[config.mk]
export PLATFORM = sky130hd
export DESIGN_NAME = vga_capture_flat
export DESIGN_NICKNAME = d
export VERILOG_FILES = /design/src/rtl/vga_capture_pkg.sv /design/src/rtl/vga_capture_if.sv /design/src/rtl/vga_capture_capfifo.sv /design/src/rtl/vga_capture.sv /design/src/flat_wrapper.sv
export SDC_FILE = /design/constraint.sdc
export NUM_CORES = 1
export LEC_CHECK = 0
export ABC_AREA = 1
export BUFFER_PORTS_ARGS = -buffer_cell sky130_fd_sc_hd__buf_2
export CAP_MARGIN = 20
export CORE_UTILIZATION = 45
export DETAILED_ROUTE_END_ITERATION = 7
export PLACE_DENSITY_LB_ADDON = 0.15
export SYNTH_ARGS = -nofsm -noshare
export SYNTH_HDL_FRONTEND = slang
export SYNTH_HIERARCHICAL = 1
export SYNTH_SLANG_ARGS = --single-unit
[constraint.sdc]
create_clock -name clk -period 6.84 [get_ports clk]
set_clock_uncertainty 0.05 [all_clocks]
set_input_delay 0 -clock clk [delete_from_list [all_inputs] [get_ports clk]]
set_output_delay 0 -clock clk [all_outputs]
set_load 0.02 [all_outputs]
[src/rtl/vga_capture_pkg.sv]
// vga_capture_pkg: shared constants and types for the VGA frame capture block.
//   - default video timing (back porch / visible extents)
//   - capture FIFO depth, address and counter widths
//   - capture state encoding
//   - rgb332(): packs the sampled colour into the stored byte
package vga_capture_pkg;

  localparam int H_BP_DEF   = 48;
  localparam int H_VIS_DEF  = 640;
  localparam int V_BP_DEF   = 33;
  localparam int V_VIS_DEF  = 480;

  localparam int FIFO_DEPTH = 4;
  localparam int ADDR_W     = 21;
  localparam int DATA_W     = 8;
  localparam int CNT_W      = 11;
  localparam logic [CNT_W-1:0] CNT_MAX = '1;

  typedef enum logic [2:0] {
    ST_IDLE,
    ST_SYNC,
    ST_FRAME,
    ST_FLUSH,
    ST_DONE
  } state_t;

  // Stored byte is RGB332: the blue LSB is discarded by the caller.
  function automatic logic [DATA_W-1:0] rgb332(input logic [2:0] r,
                                               input logic [2:0] g,
                                               input logic [1:0] b_hi);
    return {r, g, b_hi};
  endfunction

endpackage

[src/rtl/vga_capture_if.sv]
// vga_capture_if: memory write port of the capture block.
//   addr   : write address
//   wd     : write data
//   we     : write request
//   wready : memory accepts the write this cycle when we=1
// master = capture block, slave = memory.
interface vga_capture_if;
  import vga_capture_pkg::*;

  logic [ADDR_W-1:0] addr;
  logic [DATA_W-1:0] wd;
  logic              we;
  logic              wready;

  modport master (output addr, wd, we, input wready);
  modport slave  (input addr, wd, we, output wready);
endinterface

[src/rtl/vga_capture_capfifo.sv]
// capfifo: small synchronous FIFO between pixel capture and memory writes.
//   clk, resetq : clock, async active-low reset (empties FIFO, clears storage)
//   push, din   : write; ignored when full
//   pop         : read; ignored when empty
//   dout        : head entry (0 after reset)
//   full, empty : occupancy flags
// A simultaneous push and pop leaves the occupancy unchanged.
module capfifo
  import vga_capture_pkg::*;
#(
  parameter int DEPTH = FIFO_DEPTH,
  parameter int W     = DATA_W
) (
  input  logic         clk,
  input  logic         resetq,
  input  logic         push,
  input  logic         pop,
  input  logic [W-1:0] din,
  output logic [W-1:0] dout,
  output logic         full,
  output logic         empty
);
  localparam int PW = $clog2(DEPTH);

  logic [DEPTH-1:0][W-1:0] mem_q;
  logic [PW-1:0]           wp_q, rp_q;
  logic [PW:0]             cnt_q;
  logic                    do_push, do_pop;

  assign full    = (cnt_q == (PW+1)'(DEPTH));
  assign empty   = (cnt_q == '0);
  assign do_push = push & ~full;
  assign do_pop  = pop & ~empty;
  assign dout    = mem_q[rp_q];

  always_ff @(posedge clk or negedge resetq) begin
    if (!resetq) begin
      mem_q <= '0;
      wp_q  <= '0;
      rp_q  <= '0;
      cnt_q <= '0;
    end else begin
      if (do_push) begin
        mem_q[wp_q] <= din;
        wp_q        <= wp_q + 1'b1;
      end
      if (do_pop) rp_q <= rp_q + 1'b1;
      case ({do_push, do_pop})
        2'b10:   cnt_q <= cnt_q + 1'b1;
        2'b01:   cnt_q <= cnt_q - 1'b1;
        default: ;
      endcase
    end
  end
endmodule

[src/rtl/vga_capture.sv]
// vga_capture: captures one full VGA frame into memory as RGB332 bytes.
//   clk, resetq          : clock, async active-low reset
//   pix                  : pixel strobe; video inputs only sampled when pix=1
//   arm                  : pulse in IDLE/DONE to capture the next full frame
//   vga_red/green/blue   : pixel colour
//   vga_hsync_n/vsync_n  : active-low syncs
//   mem (master)         : addr/wd/we out, wready in
//   busy                 : SYNC, FRAME or FLUSH
//   done                 : sticky, frame fully written
//   overflow             : sticky, pixel dropped or vsync seen mid-frame
// Timing is counted from sync rising edges: the hsync-rise strobe has
// hcount 0, every other strobe increments it; each hsync rise bumps lcount.
module vga_capture
  import vga_capture_pkg::*;
#(
  parameter int H_BP  = H_BP_DEF,
  parameter int H_VIS = H_VIS_DEF,
  parameter int V_BP  = V_BP_DEF,
  parameter int V_VIS = V_VIS_DEF
) (
  input  logic       clk,
  input  logic       resetq,
  input  logic       pix,
  input  logic       arm,
  input  logic [2:0] vga_red,
  input  logic [2:0] vga_green,
  input  logic [2:0] vga_blue,
  input  logic       vga_hsync_n,
  input  logic       vga_vsync_n,
  vga_capture_if.master mem,
  output logic       busy,
  output logic       done,
  output logic       overflow
);
  localparam logic [CNT_W-1:0] H_LO = CNT_W'(H_BP);
  localparam logic [CNT_W-1:0] H_HI = CNT_W'(H_BP + H_VIS);
  localparam logic [CNT_W-1:0] V_LO = CNT_W'(V_BP);
  localparam logic [CNT_W-1:0] V_HI = CNT_W'(V_BP + V_VIS);

  state_t            state_q, state_d;
  logic [CNT_W-1:0]  hcnt_q, hcnt_d, lcnt_q, lcnt_d;
  logic [ADDR_W-1:0] addr_q, addr_d;
  logic              done_q, done_d, ovf_q, ovf_d;
  logic              hs_prev_q, vs_prev_q;
  logic              hs_rise, vs_rise;
  logic              push, pop, full, empty;
  logic [DATA_W-1:0] fifo_dout;
  logic              unused_blue_lsb;

  // Blue LSB is dropped by the RGB332 packing.
  assign unused_blue_lsb = vga_blue[0];

  assign hs_rise = pix & ~hs_prev_q & vga_hsync_n;
  assign vs_rise = pix & ~vs_prev_q & vga_vsync_n;

  assign mem.we   = ~empty;
  assign mem.wd   = fifo_dout;
  assign mem.addr = addr_q;
  assign pop      = mem.we & mem.wready;

  assign busy     = (state_q == ST_SYNC) || (state_q == ST_FRAME) ||
                    (state_q == ST_FLUSH);
  assign done     = done_q;
  assign overflow = ovf_q;

  capfifo #(.DEPTH(FIFO_DEPTH), .W(DATA_W)) u_fifo (
    .clk    (clk),
    .resetq (resetq),
    .push   (push),
    .pop    (pop),
    .din    (rgb332(vga_red, vga_green, vga_blue[2:1])),
    .dout   (fifo_dout),
    .full   (full),
    .empty  (empty)
  );

  // Previous sync samples, only advanced on pixel strobes.
  always_ff @(posedge clk or negedge resetq) begin
    if (!resetq) begin
      hs_prev_q <= 1'b1;
      vs_prev_q <= 1'b1;
    end else if (pix) begin
      hs_prev_q <= vga_hsync_n;
      vs_prev_q <= vga_vsync_n;
    end
  end

  always_ff @(posedge clk or negedge resetq) begin
    if (!resetq) begin
      state_q <= ST_IDLE;
      hcnt_q  <= '0;
      lcnt_q  <= '0;
      addr_q  <= '0;
      done_q  <= 1'b0;
      ovf_q   <= 1'b0;
    end else begin
      state_q <= state_d;
      hcnt_q  <= hcnt_d;
      lcnt_q  <= lcnt_d;
      addr_q  <= addr_d;
      done_q  <= done_d;
      ovf_q   <= ovf_d;
    end
  end

  always_comb begin
    state_d = state_q;
    hcnt_d  = hcnt_q;
    lcnt_d  = lcnt_q;
    addr_d  = addr_q;
    done_d  = done_q;
    ovf_d   = ovf_q;
    push    = 1'b0;

    // Address wraps naturally at 2^ADDR_W.
    if (pop) addr_d = addr_q + 1'b1;

    unique case (state_q)
      ST_IDLE, ST_DONE: begin
        if (arm) begin
          addr_d  = '0;
          done_d  = 1'b0;
          ovf_d   = 1'b0;
          state_d = ST_SYNC;
        end
      end
      ST_SYNC: begin
        if (vs_rise) begin
          lcnt_d  = '0;
          state_d = ST_FRAME;
        end
      end
      ST_FRAME: begin
        if (pix) begin
          if (hs_rise) begin
            hcnt_d = '0;
            lcnt_d = lcnt_q + 1'b1;
          end else if (hcnt_q != CNT_MAX) begin
            hcnt_d = hcnt_q + 1'b1;
          end
          // Unexpected vsync: restart the line count, keep writing on.
          if (vs_rise) begin
            lcnt_d = '0;
            ovf_d  = 1'b1;
          end
          // Window test uses this strobe's updated counters.
          if (lcnt_d == V_HI) begin
            state_d = ST_FLUSH;
          end else if (lcnt_d >= V_LO && lcnt_d < V_HI &&
                       hcnt_d >= H_LO && hcnt_d < H_HI) begin
            if (full) ovf_d = 1'b1;
            else      push  = 1'b1;
          end
        end
      end
      ST_FLUSH: begin
        if (empty) begin
          state_d = ST_DONE;
          done_d  = 1'b1;
        end
      end
      default: state_d = ST_IDLE;
    endcase
  end
endmodule

[src/flat_wrapper.sv]
// flat-port wrapper written by rule: the top's interface ports become plain ports
module vga_capture_flat import vga_capture_pkg::*;
#(
  parameter int H_BP  = H_BP_DEF,
  parameter int H_VIS = H_VIS_DEF,
  parameter int V_BP  = V_BP_DEF,
  parameter int V_VIS = V_VIS_DEF
)
  (clk, resetq, pix, arm, vga_red, vga_green, vga_blue, vga_hsync_n, vga_vsync_n, busy, done, overflow, mem_addr, mem_wd, mem_we, mem_wready);
  vga_capture_if mem_i ();
  input  logic clk;
  input  logic resetq;
  input  logic pix;
  input  logic arm;
  input  logic [2:0] vga_red;
  input  logic [2:0] vga_green;
  input  logic [2:0] vga_blue;
  input  logic vga_hsync_n;
  input  logic vga_vsync_n;
  output logic busy;
  output logic done;
  output logic overflow;
  output wire logic [$bits(mem_i.addr)-1:0] mem_addr;
  output wire logic [$bits(mem_i.wd)-1:0] mem_wd;
  output wire logic [$bits(mem_i.we)-1:0] mem_we;
  input wire logic [$bits(mem_i.wready)-1:0] mem_wready;
  assign mem_addr = mem_i.addr;
  assign mem_wd = mem_i.wd;
  assign mem_we = mem_i.we;
  assign mem_i.wready = mem_wready;
  vga_capture #(.H_BP(H_BP), .H_VIS(H_VIS), .V_BP(V_BP), .V_VIS(V_VIS)) u_core (.clk(clk), .resetq(resetq), .pix(pix), .arm(arm), .vga_red(vga_red), .vga_green(vga_green), .vga_blue(vga_blue), .vga_hsync_n(vga_hsync_n), .vga_vsync_n(vga_vsync_n), .mem(mem_i), .busy(busy), .done(done), .overflow(overflow));
endmodule
==> results.yml <==
cells_and_area:
  area_delta_synth_final_pct: 14.4
  ff_latch_area_mm2: 0.00223
  fill_cells: 1028
  num_antenna_cells: 0
  multiInputGateArea_mm2: 0.00246
  finalNetCount: 756
  drive_gt1_frac: 0.144
sta:
  setup_viol: 0
  finalHoldViolations: 0
  final-max-slew-violation-count: 0
  relSlewSlack: 0.436
  setup_ws_ps: 3240
  finalCritPeriodShare: 0.527
  clock.fmax_mhz: 278
  fin_setup_tns_ps: 0
  rsz0062_at_grt: "false"
  fin_crit_ps: 3600
  worstMarginPinSlew_ps: 840
clock_network:
  cts_max_level: 3
  cts.sinks: 89
  cts_tree: "done"
  clockBufferDepth: 2
  root_buffer: "clkbuf_16"
  path_clk_slew_ps: 70
  postCtsSetupBuffers: 0
  insertion_delay_ps: 340
  cts_buffers: 9
critical_path:
  cp_slowest_stage_delay_ps: 410
  worstSetupStartpointType: "flip-flop"
  cp_max_fo: 39
  critPathTopFamily: "simple AND/OR/NAND/NOR gates"
  path_class: "reg2reg"
  crit_top_cell: "nand2_1"
  crit_required_ps: 7050
  path_cells: "ha_1 > nand3_1 > nor2_2 > nand2_1 > o21ai_0 > nand2_1 > nand2_1 > nor2_1 > nand2_1 > nand3_1 > nor2_2 > nand3b_1 > nor2_2 > buf_4 > nand2_1 > ha_1 > inv_1 > fa_1 > o21ai_0"
  crit_arrival_ps: 3810
  cp_slowest_cell: "fa_1"
  path_buf_inv: 2
  cp-end-kind: "flip-flop"
detailed_routing:
  route.detailed.drc: 0
  drtIter0Drc: 210
  post_drt_wl_per_cell_um: 13.7
  vias: 4564
  ant_nets: 0
  via_per_inst: 5.21
  drtPass1Iterations: 5
  wl_um: 12000
power:
  clkPwrFrac: 0.247
  power.switching_uw: 859
  p_comb_frac: 0.393
  leakagePower_nw: 2.93
  p_int_mw: 1.19
  p_per_area_mw_per_mm2: 351
  pwr-share-seq: 0.360
  p_total_mw: 2.05
  p_sw_frac: 0.418
  peakVddDrop_mv: 0.224
min_path:
  hold_class: "in2async"
synthesis:
  netlist_area_mm2: 0.00512
  async_flop_share: 1.00
  yosysUniqueCellTypes: 41
  synthCells: 678
  synth_edf_count: 0
  syn-num-nets: 703
  synth_ff_type: "dfrtp_1"
  yosysWarnings: 6
  yosysSeqAreaShare: 0.436
  synth-seq-cells: 89
  syn_avg_cell_area_um2: 7.55
floorplan:
  die_h_um: 109
  fp-row-count: 38
  die-area_mm2: 0.0118
  coreArea_mm2: 0.0110
  die_w_um: 109
  ios: 49
  start_util: 0.466
global_routing:
  grt_max_degree: 65
  grt_pass1_wl_um: 20700
  overflow: 0
  grt_pass1_vias: 4439
  antenna_found_initial: 0
  grt_usage: 0.223
placed_design:
  routabilityCongestion: 0.864
  place_hpwl_um: 8120
  numPortBuffers: 47
  dpl_worst_slack_ps: 3290
status:
  outcome: "completed"
job:
  drv_cap: 0
final cells by class:
class	instances	area share
Tap cell	140	0.0299
Timing Repair Buffer	63	0.0671
Clock inverter	4	0.00876
Inverter	77	0.0493
Clock buffer	12	0.0438
Multi-Input combinational cell	491	0.420
Sequential cell	89	0.381
final timing paths:
kind	start	to	slack, ps	cells past startpoint
worst max-delay path	u_core/hcnt_q[0]	u_core/u_fifo/cnt_q[1]	3240	19
worst max register to register	u_core/hcnt_q[0]	u_core/u_fifo/cnt_q[1]	3240	19
worst min register to register	u_core/vs_prev_q	u_core/vs_prev_q	420	2
min in group clk	arm	u_core/done	60	5
worst min-delay path	resetq	u_core/mem.addr[10]	60	2
max in group asynchronous	resetq	u_core/mem.addr[3]	5560	3
placed cells by master (no fill, tap or decap), types with 3 or more instances in the layout:
cell	instances
a21oi_1	17
nand2_1	193
clkbuf_16	9
nor2_1	67
xor2_1	4
ha_1	8
nor3_1	13
nand3_2	3
nor2_2	10
dfrtp_1	87
buf_2	46
inv_1	69
o22ai_1	9
o21ai_0	46
nor3_2	4
dlygate4sd3_1	14
nand4_1	44
buf_4	3
o21ai_1	7
xnor2_1	3
nand3_1	36
inv_2	8
nand2_2	3
per-stage QoR:
step                      hold WS, ps  cells   util  instance area [um2]
final                            59.9    876  0.533                 5860
after detailed placement         -109    846  0.492                 5410
after CTS                        58.5    876  0.533                 5860
after global routing             80.8    876  0.533                 5860
after floorplan                  -346    678      -                 5120
after global placement           -107    846  0.492                 5410
routing by layer:
| layer | vias up | GRT usage | wire length (um) |
|---|---|---|---|
| met4 | 0 | 0.0705 | 123 |
| met5 | - | 0 | 0 |
| met1 | 2119 | 0.294 | 5660 |
| li1 | 2335 | - | - |
| met2 | 98 | 0.373 | 5760 |
| met3 | 12 | 0.0389 | 460 |
state kept, by name, summed over array words and instances (netlist names):
register,flops
u_core/lcnt_q,11
u_core/hcnt_q,11
u_core/u_fifo/rp_q,2
u_core/u_fifo/cnt_q,3
u_core/mem.addr,21
u_core/overflow,1
u_core/state_q,3
u_core/vs_prev_q,1
u_core/u_fifo/mem_q,32
u_core/hs_prev_q,1
u_core/done,1
u_core/u_fifo/wp_q,2
cells by family (layout without fill, tap and decap cells):
logic type | count (synthesis) | after routing | share of synthesized area
XOR/XNOR | 7 | 7 | 0.0120
flip-flops | 89 | 89 | 0.436
AND/OR/NAND/NOR | 387 | 387 | 0.351
AO/OA/AOI/OAI | 88 | 88 | 0.0944
adder cells (fa/ha/maj) | 9 | 9 | 0.0235
buffers and inverters | 98 | 156 | 0.0838
Yosys cell counts (all sizes together) (4+ instances only):
master	instances	area, um2
a21oi	19	103
buf	19	133
dfrtp	87	2180
ha	8	100
inv	77	289
nand2	196	743
nand3	41	245
nand4	44	275
nor2	80	354
nor3	18	121
o21ai	54	274
o22ai	9	56.3
xor2	4	35.0
repair_timing:
action	CTS	global route
hold buffers	14	0
resized for setup	0	0
endpoints found under the hold margin	62	0
worst reg2reg max path, cell delays in order (launching register included):
cell	delay, ps
dfrtp_1	390
ha_1	180
nand3_1	140
nor2_2	200
nand2_1	110
o21ai_0	190
nand2_1	130
nand2_1	90
nor2_1	40
nand2_1	60
nand3_1	80
nor2_2	130
nand3b_1	100
nor2_2	110
buf_4	390
nand2_1	170
ha_1	280
inv_1	90
fa_1	410
o21ai_0	180
power groups by stage:
stage	sequential, mW	combinational [mW]	clock [mW]
CTS	0.738	0.808	0.521
floorplan	0.729	0.617	0
detailed placement	0.747	0.797	0
global route	0.756	0.919	0.546
finish	0.740	0.807	0.507
global placement	0.741	0.785	0
Power figures use the tool's default switching activity.
